`src/rtl/cdm_msgld_pkg.sv`:
```
// cdm_msgld_pkg: shared FSM state, request layout, sizing constants and the expected data pattern
// for the MSGLD tracker.
package cdm_msgld_pkg;

    localparam int MAX_TAGS   = 64;
    localparam int DATA_W     = 256;
    localparam int LANES      = DATA_W / 32;
    localparam int DATA_BYTES = DATA_W / 8;

    typedef enum logic [1:0] {
        IDLE,
        ISSUE,
        DRAIN,
        DONE
    } state_t;

    typedef struct packed {
        logic [63:0] addr;
        logic [11:0] len;
        logic [7:0]  tag;
        logic [7:0]  func;
        logic [3:0]  attr;
    } msgld_req_t;

    // Each 32-bit lane carries address bits [31:8] over its own lane index.
    function automatic logic [DATA_W-1:0] exp_pattern(input logic [23:0] addr_hi);
        logic [DATA_W-1:0] d;
        d = '0;
        for (int i = 0; i < LANES; i++) d[i*32 +: 32] = {addr_hi, 8'(i)};
        return d;
    endfunction

endpackage

```
`src/rtl/cdx5n_dsc_crd_in_msgld_req_if.sv`:
```
// cdx5n_dsc_crd_in_msgld_req_if: descriptor-credit MSGLD request channel (vld/rdy handshake).
interface cdx5n_dsc_crd_in_msgld_req_if;
    import cdm_msgld_pkg::*;

    logic       vld;
    logic       rdy;
    msgld_req_t intf;

    modport master (output vld, output intf, input rdy);
    modport slave  (input vld, input intf, output rdy);

endinterface

```
`src/rtl/cdx5n_mm_byp_out_rsp_if.sv`:
```
// cdx5n_mm_byp_out_rsp_if: bypass-out MSGLD response channel carrying tag, last flag and data.
interface cdx5n_mm_byp_out_rsp_if;
    import cdm_msgld_pkg::*;

    logic              vld;
    logic              rdy;
    logic [7:0]        tag;
    logic              last;
    logic [DATA_W-1:0] data;

    modport master (output vld, output tag, output last, output data, input rdy);
    modport slave  (input vld, input tag, input last, input data, output rdy);

endinterface

```
`src/rtl/cdm_tag_pool.sv`:
```
// cdm_tag_pool: free-tag bitmap with lowest-free priority encoder and outstanding popcount.
// A same-cycle free and allocate applies the free first, so the allocation wins.
module cdm_tag_pool #(
    parameter int NUM_TAGS = 16,
    parameter int TAG_W    = $clog2(NUM_TAGS)
) (
    input  logic                user_clk,
    input  logic                user_reset,
    input  logic                alloc,
    input  logic [TAG_W-1:0]    alloc_tag,
    input  logic                free,
    input  logic [TAG_W-1:0]    free_tag,
    output logic [NUM_TAGS-1:0] free_map,
    output logic                any_free,
    output logic [TAG_W-1:0]    low_free,
    output logic [TAG_W:0]      count
);
    localparam int CW = TAG_W + 1;

    logic [NUM_TAGS-1:0] alloc_vec;
    logic [NUM_TAGS-1:0] free_vec;

    always_comb begin
        alloc_vec = '0;
        free_vec  = '0;
        alloc_vec[alloc_tag] = alloc;
        free_vec[free_tag]   = free;
    end

    always_ff @(posedge user_clk or posedge user_reset) begin
        if (user_reset) free_map <= '1;
        else free_map <= (free_map | free_vec) & ~alloc_vec;
    end

    assign any_free = |free_map;

    always_comb begin
        low_free = '0;
        for (int i = NUM_TAGS - 1; i >= 0; i--) if (free_map[i]) low_free = TAG_W'(i);
    end

    always_comb begin
        count = '0;
        for (int i = 0; i < NUM_TAGS; i++) count = count + CW'(!free_map[i]);
    end

endmodule

```
`src/rtl/cdm_msgld_tracker.sv`:
```
// cdm_msgld_tracker: issues a programmed run of MSGLD requests from a bounded tag pool and
// retires their responses, counting tag errors (and data errors with CDM_MSGLD_DATA_CHECK_EN).
module cdm_msgld_tracker
    import cdm_msgld_pkg::*;
#(
    parameter int TCQ      = 1,
    parameter int NUM_TAGS = 16,
    parameter int TAG_W    = $clog2(NUM_TAGS)
) (
    input  logic                         user_clk,
    input  logic                         user_reset,
    input  logic                         start,
    input  logic [15:0]                  num_req,
    input  logic [63:0]                  base_addr,
    input  logic [11:0]                  req_len,
    cdx5n_dsc_crd_in_msgld_req_if.master msgld_req,
    cdx5n_mm_byp_out_rsp_if.slave        msgld_rsp,
    output logic                         busy,
    output logic                         done,
    output logic [TAG_W:0]               outstanding,
    output logic [15:0]                  req_cnt,
    output logic [15:0]                  err_cnt
);
    if (NUM_TAGS < 2 || NUM_TAGS > MAX_TAGS || (NUM_TAGS & (NUM_TAGS - 1)) != 0 || TCQ < 0) begin : g_bad_param
        $error("cdm_msgld_tracker: unsupported parameter set");
    end

    state_t              state, state_nxt;
    logic [15:0]         num_req_q;
    logic [63:0]         addr_q;
    logic [11:0]         len_q;
    logic                held_q;
    logic [TAG_W-1:0]    held_tag_q;
    logic [NUM_TAGS-1:0] free_map;
    logic                any_free;
    logic [TAG_W-1:0]    low_free;
    logic [TAG_W-1:0]    req_tag;
    logic [TAG_W-1:0]    rsp_idx;
    logic                req_vld, req_acc, start_ok;
    logic                rsp_rdy, beat, tag_ok, tag_err, data_err, rsp_free, err_inc;
    msgld_req_t          req_intf;

    cdm_tag_pool #(.NUM_TAGS(NUM_TAGS), .TAG_W(TAG_W)) u_tag_pool (
        .user_clk  (user_clk),
        .user_reset(user_reset),
        .alloc     (req_acc),
        .alloc_tag (req_tag),
        .free      (rsp_free),
        .free_tag  (rsp_idx),
        .free_map  (free_map),
        .any_free  (any_free),
        .low_free  (low_free),
        .count     (outstanding)
    );

    // A stalled request keeps its tag even if a lower tag frees meanwhile.
    assign req_tag  = held_q ? held_tag_q : low_free;
    assign req_vld  = (state == ISSUE) && any_free;
    assign req_acc  = req_vld && msgld_req.rdy;
    assign start_ok = start && (state == IDLE);

    always_comb begin
        req_intf = '0;
        if (req_vld) begin
            req_intf.addr = addr_q;
            req_intf.len  = len_q;
            req_intf.tag  = 8'(req_tag);
        end
    end

    assign msgld_req.vld  = req_vld;
    assign msgld_req.intf = req_intf;

    assign rsp_rdy        = state != IDLE;
    assign msgld_rsp.rdy  = rsp_rdy;
    assign rsp_idx        = msgld_rsp.tag[TAG_W-1:0];
    assign beat           = msgld_rsp.vld && rsp_rdy;
    assign tag_ok         = (msgld_rsp.tag < 8'(NUM_TAGS)) && !free_map[rsp_idx];
    assign tag_err        = beat && !tag_ok;
    assign rsp_free       = beat && tag_ok && msgld_rsp.last;
    assign err_inc        = tag_err || data_err;

`ifdef CDM_MSGLD_DATA_CHECK_EN
    logic [63:0] exp_addr [NUM_TAGS];

    always_ff @(posedge user_clk) begin
        if (req_acc) exp_addr[req_tag] <= addr_q;
        if (beat && tag_ok) exp_addr[rsp_idx] <= exp_addr[rsp_idx] + 64'(DATA_BYTES);
    end

    assign data_err = beat && tag_ok && (msgld_rsp.data != exp_pattern(exp_addr[rsp_idx][31:8]));
`else
    logic unused_data;
    assign unused_data = ^msgld_rsp.data;
    assign data_err    = 1'b0;
`endif

    always_comb begin
        state_nxt = state;
        unique case (state)
            IDLE:    state_nxt = start ? ((num_req == 16'd0) ? DONE : ISSUE) : IDLE;
            ISSUE:   state_nxt = (req_acc && (req_cnt + 16'd1 == num_req_q)) ? DRAIN : ISSUE;
            DRAIN:   state_nxt = (outstanding == '0) ? DONE : DRAIN;
            default: state_nxt = IDLE;
        endcase
    end

    always_ff @(posedge user_clk or posedge user_reset) begin
        if (user_reset) begin
            state      <= IDLE;
            num_req_q  <= '0;
            addr_q     <= '0;
            len_q      <= '0;
            held_q     <= 1'b0;
            held_tag_q <= '0;
            req_cnt    <= '0;
            err_cnt    <= '0;
        end else begin
            state      <= state_nxt;
            held_q     <= req_vld && !msgld_req.rdy;
            held_tag_q <= req_tag;
            if (start_ok) begin
                num_req_q <= num_req;
                addr_q    <= base_addr;
                len_q     <= req_len;
                req_cnt   <= '0;
                err_cnt   <= '0;
            end
            if (req_acc) begin
                addr_q  <= addr_q + 64'(len_q);
                req_cnt <= req_cnt + 16'd1;
            end
            if (err_inc && err_cnt != 16'hFFFF) err_cnt <= err_cnt + 16'd1;
        end
    end

    assign busy = state != IDLE;
    assign done = state == DONE;

endmodule

```
`src/flat_wrapper.sv`:
```
// flat-port wrapper written by rule: the top's interface ports become plain ports
module cdm_msgld_tracker_flat import cdm_msgld_pkg::*;
#(
    parameter int TCQ      = 1,
    parameter int NUM_TAGS = 16,
    parameter int TAG_W    = $clog2(NUM_TAGS)
)
  (user_clk, user_reset, start, num_req, base_addr, req_len, busy, done, outstanding, req_cnt, err_cnt, msgld_req_vld, msgld_req_intf, msgld_req_rdy, msgld_rsp_vld, msgld_rsp_tag, msgld_rsp_last, msgld_rsp_data, msgld_rsp_rdy);
  cdx5n_dsc_crd_in_msgld_req_if msgld_req_i ();
  cdx5n_mm_byp_out_rsp_if msgld_rsp_i ();
  input  logic user_clk;
  input  logic user_reset;
  input  logic start;
  input  logic [15:0] num_req;
  input  logic [63:0] base_addr;
  input  logic [11:0] req_len;
  output logic busy;
  output logic done;
  output logic [TAG_W:0] outstanding;
  output logic [15:0] req_cnt;
  output logic [15:0] err_cnt;
  output wire logic [$bits(msgld_req_i.vld)-1:0] msgld_req_vld;
  output wire logic [$bits(msgld_req_i.intf)-1:0] msgld_req_intf;
  input wire logic [$bits(msgld_req_i.rdy)-1:0] msgld_req_rdy;
  input wire logic [$bits(msgld_rsp_i.vld)-1:0] msgld_rsp_vld;
  input wire logic [$bits(msgld_rsp_i.tag)-1:0] msgld_rsp_tag;
  input wire logic [$bits(msgld_rsp_i.last)-1:0] msgld_rsp_last;
  input wire logic [$bits(msgld_rsp_i.data)-1:0] msgld_rsp_data;
  output wire logic [$bits(msgld_rsp_i.rdy)-1:0] msgld_rsp_rdy;
  assign msgld_req_vld = msgld_req_i.vld;
  assign msgld_req_intf = msgld_req_i.intf;
  assign msgld_req_i.rdy = msgld_req_rdy;
  assign msgld_rsp_i.vld = msgld_rsp_vld;
  assign msgld_rsp_i.tag = msgld_rsp_tag;
  assign msgld_rsp_i.last = msgld_rsp_last;
  assign msgld_rsp_i.data = msgld_rsp_data;
  assign msgld_rsp_rdy = msgld_rsp_i.rdy;
  cdm_msgld_tracker #(.TCQ(TCQ), .NUM_TAGS(NUM_TAGS), .TAG_W(TAG_W)) u_core (.user_clk(user_clk), .user_reset(user_reset), .start(start), .num_req(num_req), .base_addr(base_addr), .req_len(req_len), .msgld_req(msgld_req_i), .msgld_rsp(msgld_rsp_i), .busy(busy), .done(done), .outstanding(outstanding), .req_cnt(req_cnt), .err_cnt(err_cnt));
endmodule
```
`config.mk`:
```
export PLATFORM = sky130hd
export DESIGN_NAME = cdm_msgld_tracker_flat
export DESIGN_NICKNAME = d
export VERILOG_FILES = /design/src/rtl/cdm_msgld_pkg.sv /design/src/rtl/cdx5n_dsc_crd_in_msgld_req_if.sv /design/src/rtl/cdx5n_mm_byp_out_rsp_if.sv /design/src/rtl/cdm_tag_pool.sv /design/src/rtl/cdm_msgld_tracker.sv /design/src/flat_wrapper.sv
export SDC_FILE = /design/constraint.sdc
export NUM_CORES = 1
export LEC_CHECK = 0
export CORE_AREA = 2 2 194 196
export DETAILED_ROUTE_END_ITERATION = 8
export DIE_AREA = 0 0 196 198
export PLACE_DENSITY = 0.55
export SLEW_MARGIN = 25
export SYNTH_ARGS = -nofsm -noshare
export SYNTH_HDL_FRONTEND = slang
export SYNTH_SLANG_ARGS = --single-unit
```
`constraint.sdc`:
```
create_clock -name user_clk -period 7.2 [get_ports user_clk]
set_input_delay 1.44 -clock user_clk [delete_from_list [all_inputs] [get_ports user_clk]]
set_output_delay 1.44 -clock user_clk [all_outputs]
set_load 0.01 [all_outputs]
```
==> metrics.txt <==
synth unique cells=76; RSZ-0062 raised after global routing=false; Final TNS setup=0 ns; crit path launch type=flop; crit path time final=6.023 ns; Critical Path Source=u_core.u_tag_pool.free_map[12]; Setup Buffers After CTS=0; Residual DRC=0; critical path type=reg2out; simple-gate area share of the yosys netlist=27.43%; EDFF count, synth=0; Min-Delay Path Depth=2; Post-Synth Adder-Cell Area=4.731%; WL final=36,880 µm; proportion of layout cells with a drive suffix above 1=5.635%; CTS resizes=0; worst min path class=reg2reg; sequential share of the synthesized area=37.19%; root buffer cell=clkbuf_16; CTS Sinks=147; ANT nets after route=0; Initial Util=26.91%; Boundary Pins=499; final hold violations=0; critical path arrival=4.58 ns; Crit. End Element=output pin; largest family of logic cells by synthesized area=simple AND/OR/NAND/NOR gates; Max Slew Vio Count=0; status=finished clean; Fmax=0.1660 GHz; Area Overhead vs Synth=32.39%; TritonCTS clock tree=done; Min Hold Slack=0.5024 ns; placer congestion estimate=0.8721; vias per std cell=5.225; CP peak stage delay=0.60 ns; flops & latches, synth=147; hold buffers post-CTS=0; largest net degree at the start of global routing=98; async set-or-reset flop fraction in the synthesized netlist=100.0%; Rows=71; grt ovf=0; Compound-Gate Fraction of Synth Area=20.22%; Clock Skew=0.01191 ns; Hold Path End=u_core.num_req_q[1]; flop2flop setup slack=2.51 ns; critical path, cell by cell=inv_1 -> fa_1 -> fa_1 -> fa_1 -> fa_1 -> ha_1 -> inv_1 -> fa_1 -> nor2b_1 -> o21a_1 -> clkdlybuf4s50_1; syn avg cell area=8.246 µm²; first-pass GRT wire length=56,990 µm; initial antenna violation count=7; hold path start=u_core.num_req_q[1]; peak supply drop=0.1920 mV; vias in the first global route=9,675; Avg WL per Cell=19.61 µm; synthesized instance count=1,206; nets=1,782; CP max stage cell=dfstp_2; clk buf depth=2; max-cap viol count=0; Reg2Reg Capture Point=u_core.state[0]; Vias=9,829; Die Y=198 µm; crit-path leading delay family=adder cells; Synth Cell Area=9945 µm²; number of I/O port buffers=226; PD cells=375.7 nW/µm²; GRT Total Usage=19.02%; reg2reg start=u_core.u_tag_pool.free_map[12]; clk_lat worst skew=0.44 ns; Worst path most repeated cell=fa_1; mux share of post-synthesis cell area=1.535%; Placed Cells=1,844; final setup fails=0; Worst Max-Slew Pin Slew=1.068 ns; Clk pin slew, worst setup/hold paths=0.06 ns; Top FF cell, synth=dfrtp_1; DP HPWL=26,540 µm; fill cell count=3,848; drt first pass iters=5; die area=38,810 µm²; core area=36,960 µm²; Chip Width=196 µm; post-layout util=35.62%; reg2reg path depth=12; Synth Area in XOR/XNOR=2.730%; crit share post-route=83.65%; Post-Layout Cell Count=1,881; Leak=5.487 nW; slew margin rel.=28.14%; critical path buffer and inverter count=3; yosys warns=0; crit path max fanout=6; Num CTS Buffers=17; first-iteration detailed-routing DRC count=746; Worst Path Required=5.76 ns; H-tree depth=4
[synthesized netlist by cell type (all sizes together), types with 11 or more instances]
| cell type | n | share of area, % |
|---|---|---|
| nand3 | 49 | 2.5 |
| and3 | 78 | 5.0 |
| a21oi | 64 | 3.2 |
| a211oi | 16 | 1.2 |
| and4 | 15 | 1.3 |
| xor2 | 14 | 1.2 |
| xnor2 | 17 | 1.5 |
| a31oi | 15 | 0.94 |
| o31ai | 13 | 0.98 |
| nand2 | 184 | 7.0 |
| inv | 52 | 2.0 |
| o211ai | 23 | 1.7 |
| clkbuf | 60 | 2.3 |
| nand4 | 25 | 1.7 |
| nor2b | 12 | 0.75 |
| nand2b | 11 | 0.69 |
| o21ai | 78 | 3.9 |
| ha | 20 | 2.5 |
| nor3 | 27 | 1.4 |
| nor2 | 88 | 3.3 |
| dfrtp | 131 | 33 |
| a21o | 20 | 1.5 |
| buf | 28 | 1.9 |
| nor4 | 15 | 1.0 |
| dfstp | 16 | 4.2 |
| fa | 11 | 2.2 |
[flip-flops by register name, indices dropped and copies added (netlist names)]
signal	flops
u_core.u_tag_pool.free_map	16
u_core.addr_q	64
u_core.req_cnt	16
u_core.len_q	12
u_core.state	2
u_core.num_req_q	16
u_core.held_tag_q	4
u_core.held_q	1
u_core.err_cnt	16
[through the flow]
| step | total power, mW | worst slack [ns] | area (µm²) |
|---|---|---|---|
| global route | 5.330 | 0.9426 | 13150 |
| finish | 4.946 | 1.177 | 13170 |
| CTS | 4.978 | 1.132 | 13130 |
| detailed placement | 4.065 | 1.620 | 12580 |
| floorplan | 2.943 | 1.835 | 10000 |
| global placement | 4.043 | 1.634 | 12580 |
[cell usage in the layout (no fill, tap or decap), types with 5 or more instances in the layout]
| cell type | count |
|---|---|
| clkbuf_1 | 7 |
| clkdlybuf4s50_1 | 226 |
| nor4_1 | 14 |
| conb_1 | 16 |
| nor3_1 | 27 |
| diode_2 | 5 |
| o31ai_1 | 13 |
| a21o_1 | 20 |
| a21oi_1 | 64 |
| a22oi_1 | 10 |
| inv_1 | 51 |
| nor2_1 | 87 |
| dfstp_2 | 16 |
| or3_1 | 9 |
| nand4_1 | 24 |
| a221o_1 | 6 |
| o21a_1 | 7 |
| o211ai_1 | 23 |
| nand3_1 | 47 |
| xor2_1 | 14 |
| or4_1 | 9 |
| xnor2_1 | 17 |
| nand2b_1 | 11 |
| and4_1 | 15 |
| o311ai_0 | 9 |
| nor2b_1 | 11 |
| clkbuf_16 | 17 |
| mux4_2 | 5 |
| a211oi_1 | 16 |
| ha_1 | 20 |
| fa_1 | 11 |
| and3_1 | 77 |
| nand2_1 | 182 |
| dfrtp_1 | 131 |
| a31oi_1 | 14 |
| o21ai_0 | 77 |
| and2_1 | 5 |
| buf_4 | 10 |
[power breakdown]
group          switching (mW)  internal (mW)  total, mW  leakage [nW]
Clock                   0.366          0.513      0.878         0.273
Combinational            1.44           1.17       2.61          3.38
Sequential              0.351           1.11       1.46          1.83
Total                    2.16           2.79       4.95          5.49
[cells by family after synthesis]
logic type      count (synthesis)
mux                             9
other cells                     1
compound gates                304
fa+ha+maj                      31
xor+xnor                       31
simple gates                  542
flops                         147
buf+inv                       141
[worst max-delay path by stage]
stage,end,slack [ns],cells past startpoint
after global routing,outstanding[4],0.94,11
after floorplan,u_core.addr_q[0],1.84,1
after CTS,outstanding[4],1.13,11
after detailed placement,outstanding[4],1.62,11
after global placement,outstanding[4],1.63,11
final,outstanding[4],1.18,11
[routing by layer]
| metal | track usage, % | share of wire (%) | vias to the layer above |
|---|---|---|---|
| li1 | - | - | 4713 |
| met1 | 26.64 | 47 | 4739 |
| met2 | 27.60 | 42 | 336 |
| met3 | 7.001 | 9.5 | 37 |
| met4 | 4.658 | 1.5 | 4 |
| met5 | 0 | 0.065 | - |
[area by class of cell]
cell class	instances	area [µm²]	share of cell area [%]
antenna	5	12.51	0.09504
multi-input combinational	933	5751	43.68
tap	474	593.1	4.505
clock buffer	28	506.7	3.849
clock inverter	4	48.80	0.3707
inverter	53	206.4	1.568
timing repair buffer	237	2349	17.84
sequential	147	3699	28.09
[worst reg2reg max path, cell delays in order, from the launching register on]
cell and delay, ns:
dfstp_2 0.60, inv_1 0.10, fa_1 0.56, fa_1 0.44, fa_1 0.49, fa_1 0.52, ha_1 0.17, inv_1 0.05
fa_1 0.47, inv_1 0.05, or4b_2 0.65, o41ai_1 0.41, a21o_1 0.13
Power figures use the tool's default switching activity.
